[src/rtl/mem_ctrl_pkg.sv]
// mem_ctrl_pkg: shared constants, state/source encodings and helpers for the
// memory controller (size encodings, I/O port base, zero word).
package mem_ctrl_pkg;

  localparam logic TRUE  = 1'b1;
  localparam logic FALSE = 1'b0;

  localparam int unsigned DATA_TYPE = 32;

  // Byte counts carried on the *_size request fields
  localparam logic [2:0] SIZE_B = 3'd1;
  localparam logic [2:0] SIZE_H = 3'd2;
  localparam logic [2:0] SIZE_W = 3'd4;

  localparam logic [DATA_TYPE-1:0] RAM_IO_PORT = 32'h0003_0000;
  localparam logic [DATA_TYPE-1:0] ZERO_WORD   = '0;

  typedef enum logic [1:0] {IDLE, READ, WRITE} state_e;
  typedef enum logic [1:0] {SRC_FETCH, SRC_LSB, SRC_ROB} src_e;

  // One pending request slot per source
  typedef struct packed {
    logic                 vld;
    logic [DATA_TYPE-1:0] addr;
    logic [2:0]           n;
    logic                 sgn;
  } req_t;

  // True when addr falls in the 8-byte I/O window starting at base
  function automatic logic in_io_window(input logic [DATA_TYPE-1:0] addr,
                                        input logic [DATA_TYPE-1:0] base);
    return (addr - base) < 32'd8;
  endfunction

  // Sign- or zero-extend an assembled load word according to its byte count
  function automatic logic [DATA_TYPE-1:0] extend_load(input logic [DATA_TYPE-1:0] w,
                                                        input logic [2:0] n,
                                                        input logic sgn);
    case (n)
      SIZE_B:  return {{24{sgn & w[7]}}, w[7:0]};
      SIZE_H:  return {{16{sgn & w[15]}}, w[15:0]};
      default: return w;
    endcase
  endfunction

endpackage

[src/rtl/mem_ctrl_if.sv]
// mem_ctrl_if: requester handshakes (fetcher, LSB, ROB) and the byte-wide RAM
// port. slave = controller side, master = requesters/RAM side.
interface mem_ctrl_if;
  import mem_ctrl_pkg::*;

  logic                 in_fetcher_flag;
  logic [DATA_TYPE-1:0] in_fetcher_addr;
  logic                 out_fetcher_flag;
  logic [DATA_TYPE-1:0] out_fetcher_data;

  logic                 in_lsb_flag;
  logic [DATA_TYPE-1:0] in_lsb_addr;
  logic [5:0]           in_lsb_size;
  logic                 in_lsb_signed;
  logic                 out_lsb_flag;
  logic [DATA_TYPE-1:0] out_lsb_data;

  logic                 in_rob_flag;
  logic [DATA_TYPE-1:0] in_rob_addr;
  logic [5:0]           in_rob_size;
  logic [DATA_TYPE-1:0] in_rob_data;
  logic                 out_rob_flag;
  logic                 in_rob_xbp;

  logic [7:0]           mem_din;
  logic [7:0]           mem_dout;
  logic [DATA_TYPE-1:0] mem_a;
  logic                 mem_wr;
  logic                 io_buffer_full;

  modport slave (
    input  in_fetcher_flag, in_fetcher_addr,
    input  in_lsb_flag, in_lsb_addr, in_lsb_size, in_lsb_signed,
    input  in_rob_flag, in_rob_addr, in_rob_size, in_rob_data, in_rob_xbp,
    input  mem_din, io_buffer_full,
    output out_fetcher_flag, out_fetcher_data,
    output out_lsb_flag, out_lsb_data,
    output out_rob_flag,
    output mem_dout, mem_a, mem_wr
  );

  modport master (
    output in_fetcher_flag, in_fetcher_addr,
    output in_lsb_flag, in_lsb_addr, in_lsb_size, in_lsb_signed,
    output in_rob_flag, in_rob_addr, in_rob_size, in_rob_data, in_rob_xbp,
    output mem_din, io_buffer_full,
    input  out_fetcher_flag, out_fetcher_data,
    input  out_lsb_flag, out_lsb_data,
    input  out_rob_flag,
    input  mem_dout, mem_a, mem_wr
  );
endinterface

[src/rtl/mem_ctrl_arb.sv]
// mem_ctrl_arb: fixed-priority selector, ROB store > LSB load > fetch.
// gnt_o is one-hot: [2] rob, [1] lsb, [0] fetch.
module mem_ctrl_arb (
  input  logic       fetch_req_i,
  input  logic       lsb_req_i,
  input  logic       rob_req_i,
  output logic [2:0] gnt_o
);
  // Highest-priority active request wins
  always_comb begin
    gnt_o = '0;
    if (rob_req_i)        gnt_o[2] = 1'b1;
    else if (lsb_req_i)   gnt_o[1] = 1'b1;
    else if (fetch_req_i) gnt_o[0] = 1'b1;
  end
endmodule

[src/rtl/mem_ctrl.sv]
// mem_ctrl: shares the byte-wide RAM port among fetcher, LSB and ROB.
// Latches request pulses, arbitrates, serialises accesses into bytes,
// assembles/extends read data and returns one-cycle done pulses.
// Optional: define MEM_CTRL_IO_STALL_EN to stall I/O-window writes while
// io_buffer_full is high.
module mem_ctrl
  import mem_ctrl_pkg::*;
#(
  parameter logic [31:0] IO_PORT_ADDR = RAM_IO_PORT
) (
  input logic       clk,
  input logic       rst,
  input logic       rdy,
  mem_ctrl_if.slave bus
);

  state_e               state_q;
  src_e                 owner_q;
  req_t                 pf_q, pl_q, pr_q;
  req_t                 pf_d, pl_d, pr_d;
  req_t                 ef, el, er;
  logic [DATA_TYPE-1:0] pr_data_q, er_data;
  logic [DATA_TYPE-1:0] base_q, wdata_q, asm_q, asm_d, rdata;
  logic [2:0]           n_q, cnt_q, cnt_nx;
  logic [1:0]           cap_idx;
  logic                 sgn_q;
  logic [DATA_TYPE-1:0] mem_a_q;
  logic [7:0]           mem_dout_q;
  logic                 mem_wr_q;
  logic                 of_flag_q, ol_flag_q, or_flag_q;
  logic [DATA_TYPE-1:0] of_data_q, ol_data_q;
  logic [2:0]           gnt;
  logic                 idle, flush, stall, rd_done, last_w;
  logic                 f_busy, l_busy, r_busy;
  logic                 unused_bits;

  assign idle    = (state_q == IDLE);
  assign flush   = bus.in_rob_xbp;
  assign cnt_nx  = cnt_q + 3'd1;
  assign cap_idx = 2'(cnt_q - 3'd1);

`ifdef MEM_CTRL_IO_STALL_EN
  assign stall = (state_q == WRITE) && bus.io_buffer_full
                 && in_io_window(mem_a_q, IO_PORT_ADDR);
  assign unused_bits = ^{bus.in_lsb_size[5:3], bus.in_rob_size[5:3]};
`else
  assign stall = 1'b0;
  assign unused_bits = ^{bus.in_lsb_size[5:3], bus.in_rob_size[5:3],
                         bus.io_buffer_full, IO_PORT_ADDR};
`endif

  assign rd_done = (state_q == READ) && (cnt_q == n_q);
  assign last_w  = (state_q == WRITE) && (cnt_nx == n_q) && !stall;

  // A source in service frees its slot at its completion edge
  assign f_busy = pf_q.vld || ((state_q == READ) && (owner_q == SRC_FETCH) && !rd_done);
  assign l_busy = pl_q.vld || ((state_q == READ) && (owner_q == SRC_LSB) && !rd_done);
  assign r_busy = pr_q.vld || ((state_q == WRITE) && !last_w);

  // Merge pending slots with same-edge pulses; flush drops speculative reads
  always_comb begin
    ef = pf_q;
    if (!f_busy && bus.in_fetcher_flag) begin
      ef.vld  = TRUE;
      ef.addr = bus.in_fetcher_addr;
      ef.n    = SIZE_W;
      ef.sgn  = FALSE;
    end
    if (flush) ef.vld = FALSE;

    el = pl_q;
    if (!l_busy && bus.in_lsb_flag) begin
      el.vld  = TRUE;
      el.addr = bus.in_lsb_addr;
      el.n    = bus.in_lsb_size[2:0];
      el.sgn  = bus.in_lsb_signed;
    end
    if (flush) el.vld = FALSE;

    er      = pr_q;
    er_data = pr_data_q;
    if (!r_busy && bus.in_rob_flag) begin
      er.vld  = TRUE;
      er.addr = bus.in_rob_addr;
      er.n    = bus.in_rob_size[2:0];
      er.sgn  = FALSE;
      er_data = bus.in_rob_data;
    end

    pf_d = ef;
    pl_d = el;
    pr_d = er;
    if (gnt[0]) pf_d.vld = FALSE;
    if (gnt[1]) pl_d.vld = FALSE;
    if (gnt[2]) pr_d.vld = FALSE;
  end

  mem_ctrl_arb u_arb (
    .fetch_req_i (idle && ef.vld),
    .lsb_req_i   (idle && el.vld),
    .rob_req_i   (idle && er.vld),
    .gnt_o       (gnt)
  );

  // Byte arriving now lands in lane cnt-1; the final word includes it directly
  always_comb begin
    asm_d = asm_q;
    asm_d[{cap_idx, 3'b000} +: 8] = bus.mem_din;
    rdata = extend_load(asm_d, n_q, sgn_q);
  end

  // Controller FSM, pending slots and registered bus/result outputs
  always_ff @(posedge clk) begin
    if (rst) begin
      state_q    <= IDLE;
      owner_q    <= SRC_FETCH;
      pf_q       <= '0;
      pl_q       <= '0;
      pr_q       <= '0;
      pr_data_q  <= ZERO_WORD;
      base_q     <= ZERO_WORD;
      wdata_q    <= ZERO_WORD;
      asm_q      <= ZERO_WORD;
      n_q        <= '0;
      cnt_q      <= '0;
      sgn_q      <= FALSE;
      mem_a_q    <= ZERO_WORD;
      mem_dout_q <= '0;
      mem_wr_q   <= FALSE;
      of_flag_q  <= FALSE;
      ol_flag_q  <= FALSE;
      or_flag_q  <= FALSE;
      of_data_q  <= ZERO_WORD;
      ol_data_q  <= ZERO_WORD;
    end else if (rdy) begin
      pf_q      <= pf_d;
      pl_q      <= pl_d;
      pr_q      <= pr_d;
      pr_data_q <= er_data;
      of_flag_q <= FALSE;
      ol_flag_q <= FALSE;
      or_flag_q <= FALSE;
      case (state_q)
        IDLE: begin
          if (gnt[2]) begin
            state_q    <= WRITE;
            owner_q    <= SRC_ROB;
            base_q     <= er.addr;
            n_q        <= er.n;
            sgn_q      <= er.sgn;
            wdata_q    <= er_data;
            cnt_q      <= '0;
            mem_a_q    <= er.addr;
            mem_dout_q <= er_data[7:0];
            mem_wr_q   <= TRUE;
          end else if (gnt[1] || gnt[0]) begin
            state_q  <= READ;
            owner_q  <= gnt[1] ? SRC_LSB : SRC_FETCH;
            base_q   <= gnt[1] ? el.addr : ef.addr;
            n_q      <= gnt[1] ? el.n : ef.n;
            sgn_q    <= gnt[1] ? el.sgn : ef.sgn;
            cnt_q    <= '0;
            mem_a_q  <= gnt[1] ? el.addr : ef.addr;
            mem_wr_q <= FALSE;
          end
        end
        READ: begin
          if (flush) begin
            state_q <= IDLE;
          end else begin
            if (cnt_q != 3'd0) asm_q <= asm_d;
            if (rd_done) begin
              state_q <= IDLE;
              if (owner_q == SRC_LSB) begin
                ol_flag_q <= TRUE;
                ol_data_q <= rdata;
              end else begin
                of_flag_q <= TRUE;
                of_data_q <= rdata;
              end
            end else begin
              cnt_q <= cnt_nx;
              if (cnt_nx < n_q) mem_a_q <= base_q + {29'b0, cnt_nx};
            end
          end
        end
        WRITE: begin
          if (last_w) begin
            state_q   <= IDLE;
            mem_wr_q  <= FALSE;
            or_flag_q <= TRUE;
          end else if (!stall) begin
            cnt_q      <= cnt_nx;
            mem_a_q    <= base_q + {29'b0, cnt_nx};
            mem_dout_q <= wdata_q[{cnt_nx[1:0], 3'b000} +: 8];
            mem_wr_q   <= TRUE;
          end
        end
        default: state_q <= IDLE;
      endcase
    end
  end

  assign bus.mem_a            = mem_a_q;
  assign bus.mem_dout         = mem_dout_q;
  assign bus.mem_wr           = mem_wr_q && rdy && !stall;
  assign bus.out_fetcher_flag = of_flag_q;
  assign bus.out_fetcher_data = of_data_q;
  assign bus.out_lsb_flag     = ol_flag_q;
  assign bus.out_lsb_data     = ol_data_q;
  assign bus.out_rob_flag     = or_flag_q;

endmodule

[src/flat_wrapper.sv]
// flat-port wrapper written by rule: the top's interface ports become plain ports
module mem_ctrl_flat import mem_ctrl_pkg::*;
#(
  parameter logic [31:0] IO_PORT_ADDR = RAM_IO_PORT
)
  (clk, rst, rdy, bus_in_fetcher_flag, bus_in_fetcher_addr, bus_in_lsb_flag, bus_in_lsb_addr, bus_in_lsb_size, bus_in_lsb_signed, bus_in_rob_flag, bus_in_rob_addr, bus_in_rob_size, bus_in_rob_data, bus_in_rob_xbp, bus_mem_din, bus_io_buffer_full, bus_out_fetcher_flag, bus_out_fetcher_data, bus_out_lsb_flag, bus_out_lsb_data, bus_out_rob_flag, bus_mem_dout, bus_mem_a, bus_mem_wr);
  mem_ctrl_if bus_i ();
  input logic clk;
  input logic rst;
  input logic rdy;
  input wire logic [$bits(bus_i.in_fetcher_flag)-1:0] bus_in_fetcher_flag;
  input wire logic [$bits(bus_i.in_fetcher_addr)-1:0] bus_in_fetcher_addr;
  input wire logic [$bits(bus_i.in_lsb_flag)-1:0] bus_in_lsb_flag;
  input wire logic [$bits(bus_i.in_lsb_addr)-1:0] bus_in_lsb_addr;
  input wire logic [$bits(bus_i.in_lsb_size)-1:0] bus_in_lsb_size;
  input wire logic [$bits(bus_i.in_lsb_signed)-1:0] bus_in_lsb_signed;
  input wire logic [$bits(bus_i.in_rob_flag)-1:0] bus_in_rob_flag;
  input wire logic [$bits(bus_i.in_rob_addr)-1:0] bus_in_rob_addr;
  input wire logic [$bits(bus_i.in_rob_size)-1:0] bus_in_rob_size;
  input wire logic [$bits(bus_i.in_rob_data)-1:0] bus_in_rob_data;
  input wire logic [$bits(bus_i.in_rob_xbp)-1:0] bus_in_rob_xbp;
  input wire logic [$bits(bus_i.mem_din)-1:0] bus_mem_din;
  input wire logic [$bits(bus_i.io_buffer_full)-1:0] bus_io_buffer_full;
  output wire logic [$bits(bus_i.out_fetcher_flag)-1:0] bus_out_fetcher_flag;
  output wire logic [$bits(bus_i.out_fetcher_data)-1:0] bus_out_fetcher_data;
  output wire logic [$bits(bus_i.out_lsb_flag)-1:0] bus_out_lsb_flag;
  output wire logic [$bits(bus_i.out_lsb_data)-1:0] bus_out_lsb_data;
  output wire logic [$bits(bus_i.out_rob_flag)-1:0] bus_out_rob_flag;
  output wire logic [$bits(bus_i.mem_dout)-1:0] bus_mem_dout;
  output wire logic [$bits(bus_i.mem_a)-1:0] bus_mem_a;
  output wire logic [$bits(bus_i.mem_wr)-1:0] bus_mem_wr;
  assign bus_i.in_fetcher_flag = bus_in_fetcher_flag;
  assign bus_i.in_fetcher_addr = bus_in_fetcher_addr;
  assign bus_i.in_lsb_flag = bus_in_lsb_flag;
  assign bus_i.in_lsb_addr = bus_in_lsb_addr;
  assign bus_i.in_lsb_size = bus_in_lsb_size;
  assign bus_i.in_lsb_signed = bus_in_lsb_signed;
  assign bus_i.in_rob_flag = bus_in_rob_flag;
  assign bus_i.in_rob_addr = bus_in_rob_addr;
  assign bus_i.in_rob_size = bus_in_rob_size;
  assign bus_i.in_rob_data = bus_in_rob_data;
  assign bus_i.in_rob_xbp = bus_in_rob_xbp;
  assign bus_i.mem_din = bus_mem_din;
  assign bus_i.io_buffer_full = bus_io_buffer_full;
  assign bus_out_fetcher_flag = bus_i.out_fetcher_flag;
  assign bus_out_fetcher_data = bus_i.out_fetcher_data;
  assign bus_out_lsb_flag = bus_i.out_lsb_flag;
  assign bus_out_lsb_data = bus_i.out_lsb_data;
  assign bus_out_rob_flag = bus_i.out_rob_flag;
  assign bus_mem_dout = bus_i.mem_dout;
  assign bus_mem_a = bus_i.mem_a;
  assign bus_mem_wr = bus_i.mem_wr;
  mem_ctrl #(.IO_PORT_ADDR(IO_PORT_ADDR)) u_core (.clk(clk), .rst(rst), .rdy(rdy), .bus(bus_i));
endmodule
[config.mk]
export PLATFORM = sky130hd
export DESIGN_NAME = mem_ctrl_flat
export DESIGN_NICKNAME = d
export VERILOG_FILES = /design/src/rtl/mem_ctrl_pkg.sv /design/src/rtl/mem_ctrl_if.sv /design/src/rtl/mem_ctrl_arb.sv /design/src/rtl/mem_ctrl.sv /design/src/flat_wrapper.sv
export SDC_FILE = /design/constraint.sdc
export NUM_CORES = 1
export LEC_CHECK = 0
export CAP_MARGIN = 10
export CORE_ASPECT_RATIO = 0.6
export CORE_MARGIN = 2
export CORE_UTILIZATION = 30
export CTS_CLUSTER_DIAMETER = 150
export DETAILED_ROUTE_END_ITERATION = 10
export GPL_TIMING_DRIVEN = 0
export RECOVER_POWER = 25
export SETUP_SLACK_MARGIN = 0.02
export SYNTH_ARGS = -nofsm -noshare
export SYNTH_HDL_FRONTEND = slang
export SYNTH_SLANG_ARGS = --single-unit
[constraint.sdc]
create_clock -name clk -period 4.3 [get_ports clk]
set_input_delay 1.075 -clock clk [delete_from_list [all_inputs] [get_ports clk]]
set_output_delay 1.075 -clock clk [all_outputs]
set_load 0.01 [all_outputs]
==> results of run 1 <==
-- path summary, 6_finish.rpt --
check / endpoint / cells past startpoint / start / slack [ns]
max: u_core.bus.mem_a[25] / 12 / u_core.cnt_q[0] / 0.15
max reg2reg: u_core.bus.mem_a[25] / 12 / u_core.cnt_q[0] / 0.15
min reg2reg: u_core.pf_q[15] / 2 / u_core.pf_q[15] / 0.45
min: u_core.pf_q[15] / 2 / u_core.pf_q[15] / 0.45
-- power breakdown --
part           leakage, nW  total (mW)  switching [mW]  internal [mW]
clock                0.672        3.70            1.50           2.20
combinational         4.42        2.37            1.54          0.827
sequential            2.92        3.76           0.206           3.55
-- routing by layer --
layer / part of all wire / vias to the layer above / global-route usage
met2: 0.39 / 943 / 0.3395
met4: 0.017 / 4 / 0.04490
li1: - / 8120 / -
met5: 0.00033 / - / 0
met1: 0.47 / 8699 / 0.3816
met3: 0.12 / 86 / 0.06617
-- through the flow --
| step | util | cell area [um^2] | hold WS (ns) |
|---|---|---|---|
| 3_3_place_gp | 0.3638 | 20830 | 0.4401 |
| 6_report | 0.3895 | 22300 | 0.4536 |
| 2_1_floorplan | - | 17310 | 0.4319 |
| 4_1_cts | 0.3886 | 22250 | 0.4520 |
| 5_1_grt | 0.3894 | 22300 | 0.4684 |
| 3_5_place_dp | 0.3640 | 20850 | 0.4438 |
-- logic make-up after synthesis --
group | count (synthesis) | share of synthesized area
simple gates | 874 | 0.2239
compound gates | 589 | 0.2373
flops | 358 | 0.4141
buf+inv | 191 | 0.05472
mux | 58 | 0.04048
xor+xnor | 29 | 0.01684
fa+ha+maj | 17 | 0.01272
-- worst max-delay path: stages, from the launching register on --
cell and delay [ns]:
sky130_fd_sc_hd__dfxtp_2 0.50, sky130_fd_sc_hd__buf_4 0.31, sky130_fd_sc_hd__inv_1 0.13, sky130_fd_sc_hd__ha_1 0.46
sky130_fd_sc_hd__ha_1 0.47, sky130_fd_sc_hd__nand4_1 0.24, sky130_fd_sc_hd__and4_1 0.27, sky130_fd_sc_hd__clkbuf_4 0.17
sky130_fd_sc_hd__and4_1 0.19, sky130_fd_sc_hd__buf_6 0.14, sky130_fd_sc_hd__a32oi_1 0.37, sky130_fd_sc_hd__o21ai_1 0.33
sky130_fd_sc_hd__a2111oi_2 0.43
-- layout make-up --
type	count	area, um^2
fillers	5779	34960
well taps	770	963.4
diodes	2	5.005
inverters	21	78.83
repair buffers	257	2574
multi-input cells	1567	9266
clock buffers	53	1130
flip-flops and latches	358	7168
plain buffers	170	872.1
clock inverters	15	245.2
-- cell usage after synthesis, drive strengths merged (4+ instances only) --
library cell	number	area, um^2
a32oi	4	35.03
o211ai	20	160.2
xor2	15	168.9
nand4	22	137.6
mux4	8	180.2
dfxtp	358	7167
nor3b	6	50.05
a2111oi	6	90.09
o22a	13	121.4
a21o	6	46.30
nor2	251	954.7
a211oi	102	825.8
a22oi	34	255.2
or2b	8	70.07
o21ai	68	344.1
clkbuf	124	559.3
o221ai	22	249.0
nand3b	10	75.07
mux2	16	180.2
and2	7	46.30
and4	9	78.83
a21oi	222	1122
or3	4	25.02
nand2	388	1459
nor4	6	37.54
buf	46	309.0
xnor2	14	122.6
a31oi	5	31.28
and3	25	156.4
nor2b	38	237.7
nand2b	9	56.30
mux2i	34	340.3
nor3	24	125.1
o22ai	20	125.1
o31ai	5	70.06
inv	20	75.07
a311oi	38	345.3
nand3	59	295.3
a221oi	10	123.9
ha	16	200.2
-- repair_timing --
action                                  in CTS  in global routing
gates cloned                                 0                  0
endpoints found under the setup margin     166                 75
hold endpoints to repair                     0                  0
resized for setup                           10                 22
-- cell usage in the layout, fill, tap and decap left out, types with 7 or more instances in the layout --
master / synthesis / final
sky130_fd_sc_hd__buf_2: 27 / 27
sky130_fd_sc_hd__o21ai_0: 65 / 62
sky130_fd_sc_hd__clkdlybuf4s50_1: 0 / 148
sky130_fd_sc_hd__mux2_2: 15 / 15
sky130_fd_sc_hd__and3_1: 25 / 25
sky130_fd_sc_hd__inv_1: 20 / 20
sky130_fd_sc_hd__nor3_1: 23 / 22
sky130_fd_sc_hd__clkbuf_1: 114 / 112
sky130_fd_sc_hd__nor2_1: 246 / 246
sky130_fd_sc_hd__o211ai_1: 18 / 18
sky130_fd_sc_hd__mux4_2: 8 / 8
sky130_fd_sc_hd__o22ai_1: 20 / 20
sky130_fd_sc_hd__clkbuf_8: 9 / 16
sky130_fd_sc_hd__nand3_1: 59 / 59
sky130_fd_sc_hd__clkbuf_16: 0 / 40
sky130_fd_sc_hd__a21oi_1: 219 / 219
sky130_fd_sc_hd__a22oi_1: 34 / 34
sky130_fd_sc_hd__nand3b_1: 10 / 10
sky130_fd_sc_hd__dfxtp_1: 358 / 357
sky130_fd_sc_hd__nand4_1: 22 / 22
sky130_fd_sc_hd__buf_6: 7 / 7
sky130_fd_sc_hd__a311oi_1: 36 / 36
sky130_fd_sc_hd__nor2b_1: 38 / 38
sky130_fd_sc_hd__o221ai_2: 9 / 11
sky130_fd_sc_hd__a211oi_1: 90 / 90
sky130_fd_sc_hd__o221ai_1: 13 / 11
sky130_fd_sc_hd__a211oi_2: 12 / 12
sky130_fd_sc_hd__or2b_2: 8 / 8
sky130_fd_sc_hd__nand2_1: 387 / 386
sky130_fd_sc_hd__dlygate4sd3_1: 0 / 108
sky130_fd_sc_hd__o22a_1: 7 / 7
sky130_fd_sc_hd__mux2i_1: 34 / 34
sky130_fd_sc_hd__clkbuf_2: 0 / 8
sky130_fd_sc_hd__and4_1: 9 / 9
sky130_fd_sc_hd__ha_1: 16 / 16
sky130_fd_sc_hd__xor2_1: 13 / 13
sky130_fd_sc_hd__nand2b_1: 9 / 9
sky130_fd_sc_hd__xnor2_1: 14 / 14
==> summary.txt, run 1 <==
status: finished, final reports clean
gp weighted congestion: 0.9919
Std-Cell Core Area: 57260 um^2
fmax: 241.2 MHz
number of global-route vias before repair: 16490
count of final max-slew check failures: 0
RSZ-0062 raised after global routing: no
via count normalized by instance count: 5.556
worst clock skew: 0.02137 ns
hold bufs inserted after CTS: 0
IO Port Bufs: 256
Crit path arrival time: 4.58 ns
CTS tree: done
areal power density over the cells: 440.6 nW/um^2
Num Clock Sinks: 358
Total GRT Usage: 0.2476
number of nets in the layout: 2588
Synth Net Count: 2290
CP max FO: 11
actual transition at the worst max-transition pin: 1.254 ns
global route overflow: 0
row cnt: 68
total wirelength of the detailed-routed design: 76140 um
# Max-Cap Violations: 0
register bit total from synthesis: 358
number of DRC markers after the initial detailed-route iteration: 2037
clk root buf: sky130_fd_sc_hd__clkbuf_16
setup repair bufs after CTS: 0
biggest regs: u_core.pf_q x37, u_core.pl_q x37, u_core.pr_q x37
number of levels the H-tree was split into: 2
post-route antenna net violation count: 0
Boundary Pins: 265
number of different library cells in the post-synthesis netlist: 85
CTS buffer count: 39
clk buf depth: 3
count of final hold-check violations: 0
critical path endpoint category: flop
area growth from synthesis to layout: 28.86%
starting density of the core: 0.3023
worst slack after detailed placement: -0.7472 ns
final critical-path share of the clock period: 0.9643
class of the tightest hold or removal check: reg2reg
count of vias placed by the detailed router: 17850
initial antenna violation count: 4
synthesized area per cell: 8.180 um^2
number of synthesized flops with an enable pin: 0
launching element type of the critical path: flop
insertion delay of the later-clocked pin in the worst-skew pair: 0.56 ns
post-layout min period: 4.146 ns
number of optimization iterations in the first detailed-route pass: 5
critical path class: reg2reg
share of layout cells above drive strength 1: 0.09463
share of synthesized registers carrying an async set or reset: 0
maximum resistive drop on vdd: 0.0002702 V
share of the yosys chip area belonging to registers: 0.4141
worst max-slew margin expressed relative to the limit: 0.1620
DIE AREA: 59690 um^2
final routed DRC violation total: 0
final cell count without fillers: 3213
post-synthesis instance area: 17310 um^2
final setup slack of the worst path: 0.1535 ns
final number of setup-violating endpoints: 0
pin count of the biggest net entering global routing: 14
required time at the worst-slack endpoint: 4.74 ns
wire length per cell: 23.70 um
Post-synth top flop: sky130_fd_sc_hd__dfxtp_1
sum of internal, switching and leakage power: 9.826 mW
count of mapped cells out of synthesis: 2116
final sum of negative setup slack: 0 ns
Ys Warns: 0
width of the die: 314.1 um
vertical die dimension: 190.1 um
first-pass GRT wire length: 110600 um
total leakage power: 8.012 nW
Inst Count DP: 3143
clock transition at the register clock pins on the worst setup and hold paths after CTS: 0.06 ns
post-DP HPWL: 59620 um
Power figures use the tool's default switching activity.
==> inputs of run 2 (changes only) <==
==> constraint.sdc (replaced) <==
create_clock -name clk -period 4.3 [get_ports clk]
set_input_delay 0.43 -clock clk [delete_from_list [all_inputs] [get_ports clk]]
set_output_delay 0.43 -clock clk [all_outputs]
set_load 0.01 [all_outputs]
==> run 2 against run 1 <==
Net effect: first-iteration DRC count shrank 7.0%; flip-flop and latch count is the same; routed wire length shrank 0.31%; cell area is essentially flat; non-clock buffer count is the same; power shrank 0.12%.
==> summary.txt, run 2 (synthesized netlist as in run 1, its figures left out) <==
cell-internal power: 6.586 mW (about the same)
number of nets in the layout: 2588 (unchanged)
initial antenna violation count: 5 (+1)
switching power summed over all nets: 3.229 mW (-0.38%)
post-cts resize count: 10 (unchanged)
final routed DRC violation total: 0 (unchanged)
insertion delay of the later-clocked pin in the worst-skew pair: 0.56 ns (about the same)
Boundary Pins: 265 (unchanged)
most common cell after layout, fill and taps aside: sky130_fd_sc_hd__nand2_1
maximum resistive drop on vdd: 0.0002647 V (-2.0%)
count of final max-slew check failures: 0 (unchanged)
highest-count cells in the layout ignoring fill and taps: 386 x sky130_fd_sc_hd__nand2_1, 357 x sky130_fd_sc_hd__dfxtp_1, 246 x sky130_fd_sc_hd__nor2_1
wire length per cell: 23.62 um (-0.31%)
pin count of the biggest net entering global routing: 14 (unchanged)
launching element type of the critical path: flop
Std-Cell Core Area: 57260 um^2 (unchanged)
starting density of the core: 0.3023 (unchanged)
length in cells of the worst reg-to-reg path: 12 (unchanged)
hold bufs inserted after CTS: 0 (unchanged)
class of the tightest hold or removal check: in2reg
Hold Path Stages: 4 (+2)
post-route core utilization: 0.3894 (about the same)
launch point of the worst reg-to-reg path: u_core.cnt_q[0]
cell area after placement: 20850 um^2 (unchanged)
row cnt: 68 (unchanged)
width of the die: 314.1 um (unchanged)
critical path class: reg2reg
finished layout cell area: 22300 um^2 (about the same)
Comb pwr share: 0.241 (about the same)
count of final hold-check violations: 0 (unchanged)
filler cell count: 5780 (+0.017%)
areal power density over the cells: 440.1 nW/um^2 (-0.10%)
worst clock skew: 0.02131 ns (-0.00005430 ns)
gp weighted congestion: 0.9919 (unchanged)
post-route antenna net violation count: 0 (unchanged)
vertical die dimension: 190.1 um (unchanged)
max incr delay on CP: 0.51 ns (about the same)
first-pass GRT wire length: 110600 um (unchanged)
clk buf depth: 3 (unchanged)
share of layout cells above drive strength 1: 0.09463 (unchanged)
sequential share of power: 0.383 (about the same)
critical hold path startpoint: bus_in_rob_xbp
RSZ-0062 raised after global routing: no
critical path endpoint category: flop
number of optimization iterations in the first detailed-route pass: 6 (+1)
terminating pin of the worst hold path: u_core.state_q[0]
switching part of the total: 0.3290 (-0.0008789)
number of levels the H-tree was split into: 2 (unchanged)
CP max FO: 11 (unchanged)
Crit path arrival time: 4.60 ns (+0.02 ns)
total wirelength of the detailed-routed design: 75910 um (-0.31%)
area occupied by multi-input gates: 9253 um^2 (-0.15%)
final number of setup-violating endpoints: 0 (unchanged)
critical-path cell with the highest stage delay: sky130_fd_sc_hd__dfxtp_2
via count normalized by instance count: 5.546 (-0.18%)
number of DRC markers after the initial detailed-route iteration: 1894 (-7.0%)
count of vias placed by the detailed router: 17820 (-0.18%)
Num Clock Sinks: 358 (unchanged)
post-layout min period: 4.161 ns (+0.01402 ns)
global route overflow: 0 (unchanged)
setup slack, reg-to-reg: 0.14 ns (about the same)
part of the total power dissipated in the clock network: 0.376 (about the same)
actual transition at the worst max-transition pin: 1.191 ns (-0.06315 ns)
# Max-Cap Violations: 0 (unchanged)
total leakage power: 8.022 nW (+0.12%)
setup repair bufs after CTS: 0 (unchanged)
worst max-slew margin expressed relative to the limit: 0.2042 (+0.04219)
IO Port Bufs: 256 (unchanged)
required time at the worst-slack endpoint: 4.74 ns (about the same)
Worst R2R End: u_core.bus.mem_a[25]
number of global-route vias before repair: 16490 (unchanged)
final critical-path share of the clock period: 0.9676 (+0.003261)
Total GRT Usage: 0.2476 (unchanged)
CTS tree: done
clk root buf: sky130_fd_sc_hd__clkbuf_16
clock transition at the register clock pins on the worst setup and hold paths after CTS: 0.06 ns (about the same)
area growth from synthesis to layout: 28.84% (about the same)
status: finished, final reports clean
sequential cell area: 7168 um^2 (unchanged)
biggest regs: u_core.pf_q x37, u_core.pl_q x37, u_core.pr_q x37
DIE AREA: 59690 um^2 (unchanged)
cells along the critical path: buf_4 -> inv_1 -> ha_1 -> ha_1 -> nand4_1 -> and4_1 -> clkbuf_4 -> and4_1 -> buf_6 -> a32oi_1 -> o21ai_1 -> a2111oi_2
fmax: 240.4 MHz (-0.34%)
post-DP HPWL: 59620 um (unchanged)
CTS buffer count: 39 (unchanged)
[run 2: cell count changes in the layout (fill, tap and decap cells not counted)]
cell                       delta
sky130_fd_sc_hd__o31ai_1      +1
sky130_fd_sc_hd__clkbuf_1     -1
sky130_fd_sc_hd__clkbuf_8     +1
sky130_fd_sc_hd__o31ai_4      -1
[run 2: area by class of cell]
class,count,area share
Antenna cell,2,0.0002244
Buffer,170,0.03956
Inverter,21,0.003535
Clock inverter,15,0.01100
Sequential cell,358,0.3215
Clock buffer,53,0.05067
Tap cell,770,0.04321
Multi-Input combinational cell,1567,0.4149
Timing Repair Buffer,257,0.1154
[run 2: layer usage]
metal,up-vias,GRT usage,share of wire
li1,8120,-,-
met1,8714,0.3816,0.47
met2,899,0.3395,0.39
met3,82,0.06617,0.12
met4,4,0.04490,0.017
met5,-,0,0.00034
[run 2: how the worst max path moves through the flow]
stage,depth (start not counted),startpoint,endpoint
after floorplan,11,u_core.cnt_q[0],u_core.bus.mem_a[18]
after global placement,12,u_core.cnt_q[0],u_core.bus.mem_a[29]
after detailed placement,10,u_core.cnt_q[0],u_core.bus.mem_a[11]
after CTS,11,u_core.cnt_q[0],u_core.bus.mem_dout[6]
after global routing,11,u_core.cnt_q[0],u_core.bus.mem_a[29]
final,12,u_core.cnt_q[0],u_core.bus.mem_a[25]
[run 2: worst max-delay path, delay by kind of cell, from the launching register on]
| family | cells | cell delay (ns) |
|---|---|---|
| adders and majority gates | 2 | 0.92 |
| and+or+nand+nor | 3 | 0.71 |
| buffers and inverters | 4 | 0.74 |
| AOI/OAI and AO/OA | 3 | 1.15 |
| DFF | 1 | 0.51 |
[run 2: power by group through the flow]
| stage | logic (mW) | registers [mW] | clock network (mW) |
|---|---|---|---|
| CTS | 2.30 | 3.76 | 3.72 |
| global placement | 2.25 | 3.82 | 0 |
| floorplan | 1.25 | 3.78 | 0 |
| global route | 2.49 | 3.78 | 3.86 |
| finish | 2.36 | 3.76 | 3.69 |
| detailed placement | 2.28 | 3.83 | 0 |
[run 2: through the flow]
step                      cells  hold WS [ns]  TNS [ns]  power (mW)  setup WS, ns
after global placement     3142        0.4401    -42.91       6.074       -0.7284
final                      3213        0.2998         0       9.814        0.1395
after floorplan            2116        0.4319         0       5.027        0.9359
after CTS                  3211        0.2788         0       9.779       0.08633
after detailed placement   3143        0.4438    -48.13       6.110       -0.7472
after global routing       3211        0.3581         0       10.14       0.03500
==> inputs of run 3 (changes only) <==
--- a/config.mk
+++ b/config.mk
@@ -13,7 +13,8 @@
 export DETAILED_ROUTE_END_ITERATION = 10
 export GPL_TIMING_DRIVEN = 0
 export RECOVER_POWER = 25
-export SETUP_SLACK_MARGIN = 0.02
+export SETUP_SLACK_MARGIN = 0.4
 export SYNTH_ARGS = -nofsm -noshare
 export SYNTH_HDL_FRONTEND = slang
 export SYNTH_SLANG_ARGS = --single-unit
+export TNS_END_PERCENT = 20
==> run 3 against run 2 <==
Net effect: hold slack better by 0.0096 ns; clock skew decreased by 0.0050 ns; first-iteration DRC count increased by 6.6%; routed wire length grew 0.30%; combinational power is 2% higher; critical path type unchanged; largest cell class unchanged; highest routed layer unchanged.
==> summary.txt, run 3 (synthesized netlist as in run 1, its figures left out) <==
status: finished, final reports clean
gp weighted congestion: 0.9919 (unchanged)
cell-internal power: 6.607 mW (+0.32%)
Crit path arrival time: 4.46 ns (-0.14 ns)
clk root buf: sky130_fd_sc_hd__clkbuf_16
areal power density over the cells: 439.0 nW/um^2 (-0.25%)
launching element type of the critical path: flop
final number of setup-violating endpoints: 0 (unchanged)
initial antenna violation count: 2 (-3)
Total GRT Usage: 0.2479 (about the same)
setup slack, reg-to-reg: 0.27 ns (+0.13 ns)
Boundary Pins: 265 (unchanged)
sequential share of power: 0.382 (about the same)
required time at the worst-slack endpoint: 4.74 ns (about the same)
biggest regs: u_core.pf_q x37, u_core.pl_q x37, u_core.pr_q x37
setup repair bufs after CTS: 0 (unchanged)
wire length per cell: 23.69 um (+0.27%)
vertical die dimension: 190.1 um (unchanged)
count of final max-slew check failures: 0 (unchanged)
via count normalized by instance count: 5.531 (-0.27%)
count of final hold-check violations: 0 (unchanged)
share of layout cells above drive strength 1: 0.1041 (+0.009422)
CP max FO: 11 (unchanged)
global route overflow: 0 (unchanged)
actual transition at the worst max-transition pin: 1.307 ns (+0.1156 ns)
CTS tree: done
worst max-slew margin expressed relative to the limit: 0.1270 (-0.07722)
highest-count cells in the layout ignoring fill and taps: 385 x sky130_fd_sc_hd__nand2_1, 357 x sky130_fd_sc_hd__dfxtp_1, 246 x sky130_fd_sc_hd__nor2_1
IO Port Bufs: 256 (unchanged)
post-route antenna net violation count: 0 (unchanged)
worst clock skew: 0.01634 ns (-0.004969 ns)
insertion delay of the later-clocked pin in the worst-skew pair: 0.55 ns (about the same)
pin count of the biggest net entering global routing: 14 (unchanged)
Hold Path Stages: 4 (unchanged)
first-pass GRT wire length: 110800 um (+0.23%)
CTS buffer count: 39 (unchanged)
number of DRC markers after the initial detailed-route iteration: 2019 (+6.6%)
finished layout cell area: 22450 um^2 (+0.68%)
length in cells of the worst reg-to-reg path: 12 (unchanged)
class of the tightest hold or removal check: in2reg
RSZ-0062 raised after global routing: yes
filler cell count: 5759 (-0.36%)
Num Clock Sinks: 358 (unchanged)
count of vias placed by the detailed router: 17780 (-0.24%)
Std-Cell Core Area: 57260 um^2 (unchanged)
critical path class: reg2reg
clk buf depth: 3 (unchanged)
total wirelength of the detailed-routed design: 76130 um (+0.30%)
clock transition at the register clock pins on the worst setup and hold paths after CTS: 0.06 ns (about the same)
Comb pwr share: 0.244 (+0.003)
final cell count without fillers: 3214 (+0.031%)
hold bufs inserted after CTS: 0 (unchanged)
part of the total power dissipated in the clock network: 0.374 (-0.002)
total leakage power: 8.050 nW (+0.35%)
width of the die: 314.1 um (unchanged)
area growth from synthesis to layout: 29.72%
# Max-Cap Violations: 0 (unchanged)
number of global-route vias before repair: 16510 (+0.13%)
DIE AREA: 59690 um^2 (unchanged)
post-DP HPWL: 59620 um (unchanged)
post-layout min period: 4.026 ns (-0.1350 ns)
maximum resistive drop on vdd: 0.0002637 V (-0.39%)
switching part of the total: 0.3297 (+0.0007458)
switching power summed over all nets: 3.250 mW (+0.66%)
final critical-path share of the clock period: 0.9362 (-0.03139)
fmax: 248.4 MHz (+3.4%)
Inst Count DP: 3143 (unchanged)
number of optimization iterations in the first detailed-route pass: 6 (unchanged)
most common cell after layout, fill and taps aside: sky130_fd_sc_hd__nand2_1
cell area after placement: 20850 um^2 (unchanged)
number of nets in the layout: 2588 (unchanged)
number of levels the H-tree was split into: 2 (unchanged)
row cnt: 68 (unchanged)
starting density of the core: 0.3023 (unchanged)
critical path endpoint category: flop
final sum of negative setup slack: 0 ns (unchanged)
final routed DRC violation total: 0 (unchanged)
[run 3: per-layer routing]
layer / vias up / wire (um) / track usage
met5: - / 13 / 0
met4: 2 / 1301 / 0.04527
met1: 8692 / 36070 / 0.3802
li1: 8116 / - / -
met3: 88 / 8798 / 0.06867
met2: 878 / 29940 / 0.3401
[run 3: timing repair]
action | 4_1_cts | 5_1_grt
gates cloned | 0 | 0
resized for setup | 29 | 32
setup endpoints to repair | 239 | 139
endpoints found under the hold margin | 0 | 0
pin swaps | 0 | 1
[run 3: power groups by stage]
stage / registers [mW] / clock network [mW] / logic (mW)
floorplan: 3.78 / 0 / 1.25
global placement: 3.82 / 0 / 2.25
detailed placement: 3.83 / 0 / 2.28
CTS: 3.76 / 3.72 / 2.32
global route: 3.78 / 3.87 / 2.54
finish: 3.76 / 3.69 / 2.41
[run 3: per-stage QoR]
| stage | hold WS [ns] | power [mW] | util | setup WS (ns) |
|---|---|---|---|---|
| 2_1_floorplan | 0.4319 | 5.027 | - | 0.9359 |
| 3_3_place_gp | 0.4401 | 6.074 | 0.3638 | -0.7284 |
| 3_5_place_dp | 0.4438 | 6.110 | 0.3640 | -0.7472 |
| 4_1_cts | 0.2788 | 9.798 | 0.3897 | 0.4314 |
| 5_1_grt | 0.3621 | 10.19 | 0.3920 | 0.2174 |
| 6_report | 0.3094 | 9.857 | 0.3921 | 0.2745 |
[run 3: final cells by class]
class | instances | area [um^2] | share of cell area
repair buffers | 257 | 2574 | 0.1146
plain buffers | 170 | 884.6 | 0.03940
clock buffers | 53 | 1130 | 0.05032
clock inverters | 15 | 245.2 | 0.01092
well taps | 770 | 963.4 | 0.04291
inverters | 21 | 78.83 | 0.003511
multi-input cells | 1567 | 9398 | 0.4186
diodes | 3 | 7.507 | 0.0003344
flip-flops and latches | 358 | 7171 | 0.3194
[run 3: worst max-delay path, stage by stage, from the launching register on]
cell                        delay [ns]
sky130_fd_sc_hd__dfxtp_4          0.45
sky130_fd_sc_hd__clkbuf_8         0.24
sky130_fd_sc_hd__inv_1            0.11
sky130_fd_sc_hd__ha_1             0.45
sky130_fd_sc_hd__ha_1             0.47
sky130_fd_sc_hd__nand4_1          0.30
sky130_fd_sc_hd__and4_1           0.30
sky130_fd_sc_hd__clkbuf_4         0.18
sky130_fd_sc_hd__and4_1           0.19
sky130_fd_sc_hd__buf_6            0.14
sky130_fd_sc_hd__a32oi_1          0.43
sky130_fd_sc_hd__o21ai_2          0.23
sky130_fd_sc_hd__a2111oi_2        0.40
[run 3: path summary, 6_finish.rpt]
check	start	end
min	bus_in_rob_xbp	u_core.state_q[0]
max	u_core.cnt_q[0]	u_core.bus.mem_a[25]
max reg2reg	u_core.cnt_q[0]	u_core.bus.mem_a[25]
min reg2reg	u_core.pl_q[30]	u_core.pl_q[30]
